### src/rtl/ram_arbiter_pkg.sv
// ram_arbiter_pkg
// Shared definitions for the two-port RAM arbiter: FSM state encoding,
// requester indices and the watchdog counter width.
package ram_arbiter_pkg;

    typedef enum logic [1:0] {
        IDLE = 2'd0,
        BUSY = 2'd1,
        RESP = 2'd2
    } state_t;

    localparam logic REQ0 = 1'b0;
    localparam logic REQ1 = 1'b1;

    localparam int WDOG_W = 8;

endpackage

### src/rtl/ram_arbiter_rr_pick.sv
// ram_arbiter_rr_pick
// Combinational round-robin choice between two requesters.
// Ports:
//   active      - bit i set when requester i wants the RAM
//   last_grant  - requester granted most recently
//   grant_valid - at least one requester is active
//   grant       - chosen requester (meaningful only when grant_valid)
module ram_arbiter_rr_pick
    import ram_arbiter_pkg::*;
(
    input  logic [1:0] active,
    input  logic       last_grant,
    output logic       grant_valid,
    output logic       grant
);

    always_comb begin
        grant_valid = |active;
        grant       = REQ0;
        case (active)
            2'b01:   grant = REQ0;
            2'b10:   grant = REQ1;
            // Tie: the requester that was not served last goes next.
            2'b11:   grant = ~last_grant;
            default: grant = REQ0;
        endcase
    end

endmodule

### src/rtl/ram_arbiter.sv
// ram_arbiter
// Shares one RAM between two requesters with round-robin arbitration.
// One transaction at a time: IDLE picks a requester and registers its
// operation, address and write data; BUSY drives the RAM until ram_done or
// the watchdog expires; RESP pulses done or error to the owner for a cycle.
// Ports:
//   clk, reset                 - clock, asynchronous active-high reset
//   req_read/req_write [1:0]   - per-requester level requests
//   req_address, req_wdata     - requester i at slice [i*W +: W]
//   req_rdata                  - data of the last completed read
//   req_done, req_error [1:0]  - one-cycle completion / timeout pulses
//   ram_en_read, ram_en_write  - RAM enables, high only in BUSY
//   ram_address, ram_wdata     - registered transaction address / data
//   ram_rdata, ram_done        - RAM read data and completion pulse
// timeout_cycles must lie in 1..255 (8-bit watchdog).
module ram_arbiter
    import ram_arbiter_pkg::*;
#(
    parameter int address_width  = 32,
    parameter int data_width     = 32,
    parameter int timeout_cycles = 255
) (
    input  logic                       clk,
    input  logic                       reset,
    input  logic [1:0]                 req_read,
    input  logic [1:0]                 req_write,
    input  logic [2*address_width-1:0] req_address,
    input  logic [2*data_width-1:0]    req_wdata,
    output logic [data_width-1:0]      req_rdata,
    output logic [1:0]                 req_done,
    output logic [1:0]                 req_error,
    output logic                       ram_en_read,
    output logic                       ram_en_write,
    output logic [address_width-1:0]   ram_address,
    output logic [data_width-1:0]      ram_wdata,
    input  logic [data_width-1:0]      ram_rdata,
    input  logic                       ram_done
);

    localparam logic [WDOG_W-1:0] TIMEOUT_LAST = WDOG_W'(timeout_cycles - 1);

    state_t                     state_q, state_d;
    logic                       grant_q, last_grant_q, op_q, err_q;
    logic [address_width-1:0]   addr_q;
    logic [data_width-1:0]      wdata_q, rdata_q;
    logic [WDOG_W-1:0]          wdog_q;

    logic [1:0] active;
    logic       grant_valid, grant;
    logic       load, done_hit, timeout_hit;

    assign active = req_read | req_write;

    ram_arbiter_rr_pick u_pick (
        .active      (active),
        .last_grant  (last_grant_q),
        .grant_valid (grant_valid),
        .grant       (grant)
    );

    // Next state and per-cycle strobes. ram_done beats a same-cycle timeout.
    always_comb begin
        state_d     = state_q;
        load        = 1'b0;
        done_hit    = 1'b0;
        timeout_hit = 1'b0;
        case (state_q)
            IDLE: begin
                if (grant_valid) begin
                    load    = 1'b1;
                    state_d = BUSY;
                end
            end
            BUSY: begin
                if (ram_done) begin
                    done_hit = 1'b1;
                    state_d  = RESP;
                end else if (wdog_q == TIMEOUT_LAST) begin
                    timeout_hit = 1'b1;
                    state_d     = RESP;
                end
            end
            RESP:    state_d = IDLE;
            default: state_d = IDLE;
        endcase
    end

    always_ff @(posedge clk or posedge reset) begin
        if (reset) begin
            state_q <= IDLE;
        end else begin
            state_q <= state_d;
        end
    end

    always_ff @(posedge clk or posedge reset) begin
        if (reset) begin
            grant_q      <= REQ0;
            last_grant_q <= REQ1;
            op_q         <= 1'b0;
            err_q        <= 1'b0;
            addr_q       <= '0;
            wdata_q      <= '0;
            rdata_q      <= '0;
            wdog_q       <= '0;
        end else begin
            if (load) begin
                grant_q      <= grant;
                last_grant_q <= grant;
                // Write wins when both read and write are raised.
                op_q         <= req_write[grant];
                addr_q       <= grant ? req_address[address_width +: address_width]
                                      : req_address[0 +: address_width];
                wdata_q      <= grant ? req_wdata[data_width +: data_width]
                                      : req_wdata[0 +: data_width];
                wdog_q       <= '0;
            end else if (state_q == BUSY && !done_hit && !timeout_hit &&
                         wdog_q != '1) begin
                wdog_q <= wdog_q + 1'b1;
            end
            if (done_hit) begin
                err_q <= 1'b0;
                if (!op_q) begin
                    rdata_q <= ram_rdata;
                end
            end else if (timeout_hit) begin
                err_q <= 1'b1;
            end
        end
    end

    assign ram_en_write = (state_q == BUSY) &&  op_q;
    assign ram_en_read  = (state_q == BUSY) && !op_q;
    assign ram_address  = addr_q;
    assign ram_wdata    = wdata_q;
    assign req_rdata    = rdata_q;
    assign req_done     = (state_q == RESP && !err_q) ? (grant_q ? 2'b10 : 2'b01) : 2'b00;
    assign req_error    = (state_q == RESP &&  err_q) ? (grant_q ? 2'b10 : 2'b01) : 2'b00;

endmodule

### config.mk
export PLATFORM = sky130hd
export DESIGN_NAME = ram_arbiter
export DESIGN_NICKNAME = d
export VERILOG_FILES = /design/src/rtl/ram_arbiter_pkg.sv /design/src/rtl/ram_arbiter_rr_pick.sv /design/src/rtl/ram_arbiter.sv
export SDC_FILE = /design/constraint.sdc
export NUM_CORES = 1
export LEC_CHECK = 0
export ABC_AREA = 1
export BUFFER_PORTS_ARGS = -buffer_cell sky130_fd_sc_hd__buf_4
export CORE_MARGIN = 2
export CORE_UTILIZATION = 45
export DETAILED_ROUTE_END_ITERATION = 7
export HOLD_SLACK_MARGIN = 0.03
export PLACE_DENSITY = 0.8
export SLEW_MARGIN = 30
export SYNTH_ARGS = -nofsm -noshare
export SYNTH_HDL_FRONTEND = slang
export SYNTH_SLANG_ARGS = --single-unit
### constraint.sdc
create_clock -name clk -period 3.75 [get_ports clk]
set_input_delay 0.375 -clock clk [delete_from_list [all_inputs] [get_ports clk]]
set_output_delay 0.375 -clock clk [all_outputs]
set_load 0.005 [all_outputs]
=== After elaboration in Yosys (flattened, before gate mapping) ===
Index checks and enable logic that the tools add are counted.

* Add/sub/neg operators: 1
* $lt $le $gt $ge: 1
* Equal/unequal tests: 8
* Mux-type cells: 23
* Bitwise gates (word level): 3
* Reductions and logical operators: 17

{| class="wikitable"
|+ Operator list
! operator !! count
|-
| $mux 32 || 2
|-
| $mux 8 || 2
|-
| $mux 2 || 6
|-
| $mux 1 || 11
|-
| $add 8x1->8 const B || 1
|-
| $eq 8x8->1 const B || 1
|-
| $ne 8x8->1 const B || 1
|-
| $logic_and 1x1->1 || 7
|-
| $eq 2x2->1 const B || 3
|-
| $logic_not 1->1 || 4
|-
| $pmux 2 s2 || 1
|-
| $reduce_and 2->1 || 2
|-
| $reduce_bool 2->1 || 2
|-
| $ne 3x3->1 const B || 1
|-
| $eq 2x1->1 const B || 1
|-
| $logic_not 2->1 || 1
|-
| $lt 1x2->1 const B || 1
|-
| $ne 2x2->1 const B || 1
|-
| $not 1->1 || 2
|-
| $or 2x2->2 || 1
|-
| $pmux 1 s2 || 1
|-
| $reduce_or 2->1 || 1
|}

* Register bits after elaboration: 110
* Input bits: 167
* Output and inout bits: 102
* Word-level logic and storage cells: 62

=== Depth between registers and ports, before layout ===
* Depth in word-level cells: 9
* Gate-level depth with buffers: 9
* Depth with buffers taken out: 9

=== Cells and area by module ===
A second synthesis with hierarchy kept.

* Cells, all modules: 673
* Area total of the unflattened synthesis: 5346.4 µm²

{| class="wikitable"
|+ Modules (own cells, without submodules)
! module !! instances !! cells each !! area an instance (µm²) !! sequential area each (µm²)
|-
| ram_arbiter || 1 || 670 || 5331.4 || 2753.9
|-
| ram_arbiter_rr_pick || 1 || 3 || 15.0 || 0.0
|}

=== Worst setup path after synthesis ===
OpenSTA, ideal clock, no wires.

* Kind: register to register
* From: reg last_grant_q
* To: reg addr_q[3] (netlist: ram_address[3])
* Library setup time: 0.121 ns
* Arrival: 1.176 ns
* Data required time: 3.629 ns
* Path slack: 2.452 ns
* Cell stages (with the launch flop): 8
* Path buffers: 2
* Clock period less this slack: 1.298 ns
* Cells stage by stage: dfstp_2 > inv_1 > nor2_1 > nor2_2 > buf_6 > buf_4 > o21ai_0 > o21ai_1

* Word-level cells in the longest chain between the ends: 3

{| class="wikitable"
|+ Ends and longest elaborated chain
! what !! line !! RTL
|-
| start: declaration || ram_arbiter.sv:43 || <nowiki>logic grant_q, last_grant_q, op_q, err_q;</nowiki>
|-
| start signal: assignment || ram_arbiter.sv:109 || <nowiki>last_grant_q <= grant;</nowiki>
|-
| $not 1->1 || ram_arbiter_rr_pick.sv:24 || <nowiki>2'b11: grant = ~last_grant;</nowiki>
|-
| $pmux 1 s2 || ram_arbiter_rr_pick.sv:20 || <nowiki>case (active)</nowiki>
|-
| $mux 32 || ram_arbiter.sv:112 || <nowiki>addr_q <= grant ? req_address[address_width +: address_width]</nowiki>
|-
| end signal: assignment || ram_arbiter.sv:112 ||
|-
| end: declaration || ram_arbiter.sv:44 || <nowiki>logic [address_width-1:0] addr_q;</nowiki>
|}

Every way passes these cells.
A chain may end at the register's enable or synchronous reset.

=== Worst setup path after layout ===
* From: reg op_q
* To: out ram_en_write

* Word-level cells in the longest chain between the ends: 1

{| class="wikitable"
|+ Ends and longest elaborated chain
! what !! line !! RTL
|-
| start: declaration || ram_arbiter.sv:43 ||
|-
| start signal: assignment || ram_arbiter.sv:111 || <nowiki>op_q <= req_write[grant];</nowiki>
|-
| $logic_and 1x1->1 || ram_arbiter.sv:132 || <nowiki>assign ram_en_write = (state_q == BUSY) && op_q;</nowiki>
|-
| end: declaration || ram_arbiter.sv:33 || <nowiki>output logic ram_en_write,</nowiki>
|}

Every way passes these cells.

==> reports/metrics.csv <==
stage;metric;value;unit
global_route;antenna_found_initial;0;
drt;first_pass_iters;5;
placed_design;io_buffers;268;
power_and_ir_drop;p_leak;3.78;nW
clocking;clkTransAtPathRegs;0.07;ns
synthesis;synth_area_per_cell;8.29;um2
power_and_ir_drop;total_power;0.00551;W
synthesis;ys.flop_type;dfrtp_1;
critical_path;critical_path_arrival;1.98;ns
drt;wl;15800;um
timing;max_slew.worst_pin.slew;0.963;ns
timing;setup_viol;0;
final_layout;synthToLayoutAreaGrowth;44.1;%
critical_path;cp.depth;3;
timing;fin_crit_sh;62.7;%
die;die_y;110;um
final_layout;final_common_cell;buf_4;
clocking;cts_sinks;110;
timing;fin_crit;2.35;ns
clocking;clk_latency;0.34;ns
timing;clock_skew;0.00694;ns
drt;vias;5218;
critical_path;critPathLaunch;op_q;
global_route;grt_pass1_wl;23800;um
critical_path;cp-endpoint;ram_en_write;
critical_path;crit_chain;clkinv_1, nor2_1, buf_4;
timing;fin_setup_tns;0;ns
placed_design;postPlaceCellArea;7070;um2
placed_design;dp_slack;1.33;ns
die;dieArea;12200;um2
timing;rsz0062_at_grt;false;
timing;worst_slack;1.40;ns
global_route;grtUsageTotal;25.3;%
job;drv_cap;0;
clocking;post_cts_buffers;0;
timing;fmax;0.425;GHz
drt;first_iter_violations;477;
timing;finalHoldViolCount;0;
final_layout;multiInputGateArea;2010;um2
timing;slew_violations;0;
placed_design;hpwlAfterDp;11600;um
worst_hold_path;min_path_type;in2async;
critical_path;rrSetupSlack;1.55;ns
drt;post-route-drc-count;0;
outcome;status;completed;
placed_design;gp_congestion;0.819;
critical_path;r2r_end;req_rdata[5];
clocking;numCtsBuffers;9;
synthesis;ys_seq_area_share;54.1;%
timing;slew_headroom;35.7;%
drt;viasPerCell;5.20;
final_layout;fillers;920;
critical_path;required;3.38;ns
power_and_ir_drop;ir_worst_vdd;364;uV
synthesis;syn_area;5090;um2
critical_path;worstSetupPathType;reg2out;
clocking;cts-resized-gates;0;
critical_path;critPathMaxFanout;34;
global_route;first_global_vias;4950;
synthesis;synth_nets;783;
critical_path;start_kind;register;
die;die_w;110;um
final_layout;n_antenna_cell;0;
critical_path;r2r_cells;4;
final_layout;drive_above_1_share;35.2;%
final_layout;layout.nets;1028;
critical_path;cpPeakStageDelay;0.70;ns
clocking;htree_levels;3;
critical_path;critical_path.slowest_cell;clkinv_1;
critical_path;worstReg2RegStart;op_q;
synthesis;yosys_register_bits;110;
final_layout;stdcell_area;7340;um2
final_layout;seqCellArea;2750;um2
drt;antenna_left;0;
synthesis;syn_inst;614;
synthesis;yosysUniqueCellTypes;26;
synthesis;synth_edf_count;0;
final_layout;layout_common_cells;buf_4 (273), nand2_1 (164), dfrtp_1 (109);
clocking;clockBufferDepth;2;
clocking;holdBufCountCts;0;
die;initial_core_util;46.6;%
synthesis;async_reset_ff_share;100;%
drt;wire_per_inst;15.7;um
power_and_ir_drop;power.density;751;nW/um2
critical_path;cp_top_family;buffers and inverters;
die;core_area;10900;um2
clocking;root_buffer;clkbuf_16;
critical_path;path_buf_inv;2;
clocking;cts_tree;built;
global_route;grt.overflow.total;0;
die;rows;38;
critical_path;critical_path.endpoint_type;primary output;
die;ios;269;
synthesis;ys_warn_count;0;
global_route;grt_max_degree;88;
## cell families (layout without fill, tap and decap cells)
group	Yosys count	count (layout)	synth area share (%)
and+or+nand+nor	304	304	24.5
AOI/OAI and AO/OA	137	137	13.6
DFF	110	110	54.1
buffers and inverters	58	308	6.78
xor gates and xnor gates	3	3	0.516
adders and majority gates	2	2	0.491
## flip-flops by register name (all words and copies together) (netlist names)
register	flops
ram_address	32
ram_wdata	32
req_rdata	32
wdog_q	8
state_q	2
err_q	1
grant_q	1
last_grant_q	1
op_q	1
## layout make-up
| cell class | count | share of cell area, % |
|---|---|---|
| multi-input combinational | 446 | 27.5 |
| timing repair buffer | 273 | 27.9 |
| sequential | 110 | 37.5 |
| clock buffer | 12 | 3.36 |
| tap | 140 | 2.39 |
| inverter | 19 | 1.04 |
| clock inverter | 4 | 0.307 |
## worst min-delay path by stage
stage             startpoint       endpoint  slack [ns]  depth (start not counted)
6_report               reset  req_rdata[26]        0.19                          2
5_1_grt                reset  req_rdata[27]        0.26                          2
4_1_cts                reset  req_rdata[11]        0.22                          2
3_5_place_dp   req_rdata[20]  req_rdata[20]        0.46                          2
3_3_place_gp    req_rdata[6]   req_rdata[6]        0.45                          2
2_1_floorplan   req_rdata[0]   req_rdata[0]        0.47                          2
## routing by layer
| metal | up-vias | GRT usage, % | wire [um] |
|---|---|---|---|
| li1 | 2482 | - | - |
| met1 | 2460 | 31.7 | 6080 |
| met2 | 238 | 42.4 | 7900 |
| met3 | 38 | 5.06 | 1280 |
| met4 | 0 | 11.6 | 562 |
| met5 | - | 0 | 0 |
## per-stage QoR
step           utilization [%]  hold slack [ns]  instances
2_1_floorplan                -            0.465        614
3_3_place_gp              64.6            0.455        988
3_5_place_dp              64.6            0.461        988
4_1_cts                   67.1            0.220       1004
5_1_grt                   67.1            0.258       1004
6_report                  67.1            0.187       1004
## synth_stat cells (3+ instances only)
| cell | count | area share (%) |
|---|---|---|
| buf_4 | 17 | 2.5 |
| inv_1 | 14 | 1.0 |
| buf_6 | 7 | 1.5 |
| nor2_2 | 3 | 0.37 |
| o21ai_0 | 46 | 4.5 |
| buf_2 | 9 | 0.88 |
| clkbuf_1 | 6 | 0.44 |
| o21ai_1 | 87 | 8.6 |
| dfrtp_1 | 109 | 54 |
| inv_2 | 3 | 0.22 |
| nand3_1 | 47 | 4.6 |
| nand2_1 | 166 | 12 |
| nor2_1 | 82 | 6.0 |
## power breakdown
group	internal, W	switching, W
clock	0.000467	0.000422
sequential	0.00175	0.000347
combinational	0.00117	0.00136
total	0.00338	0.00213
(Power assumes the default switching activity.)
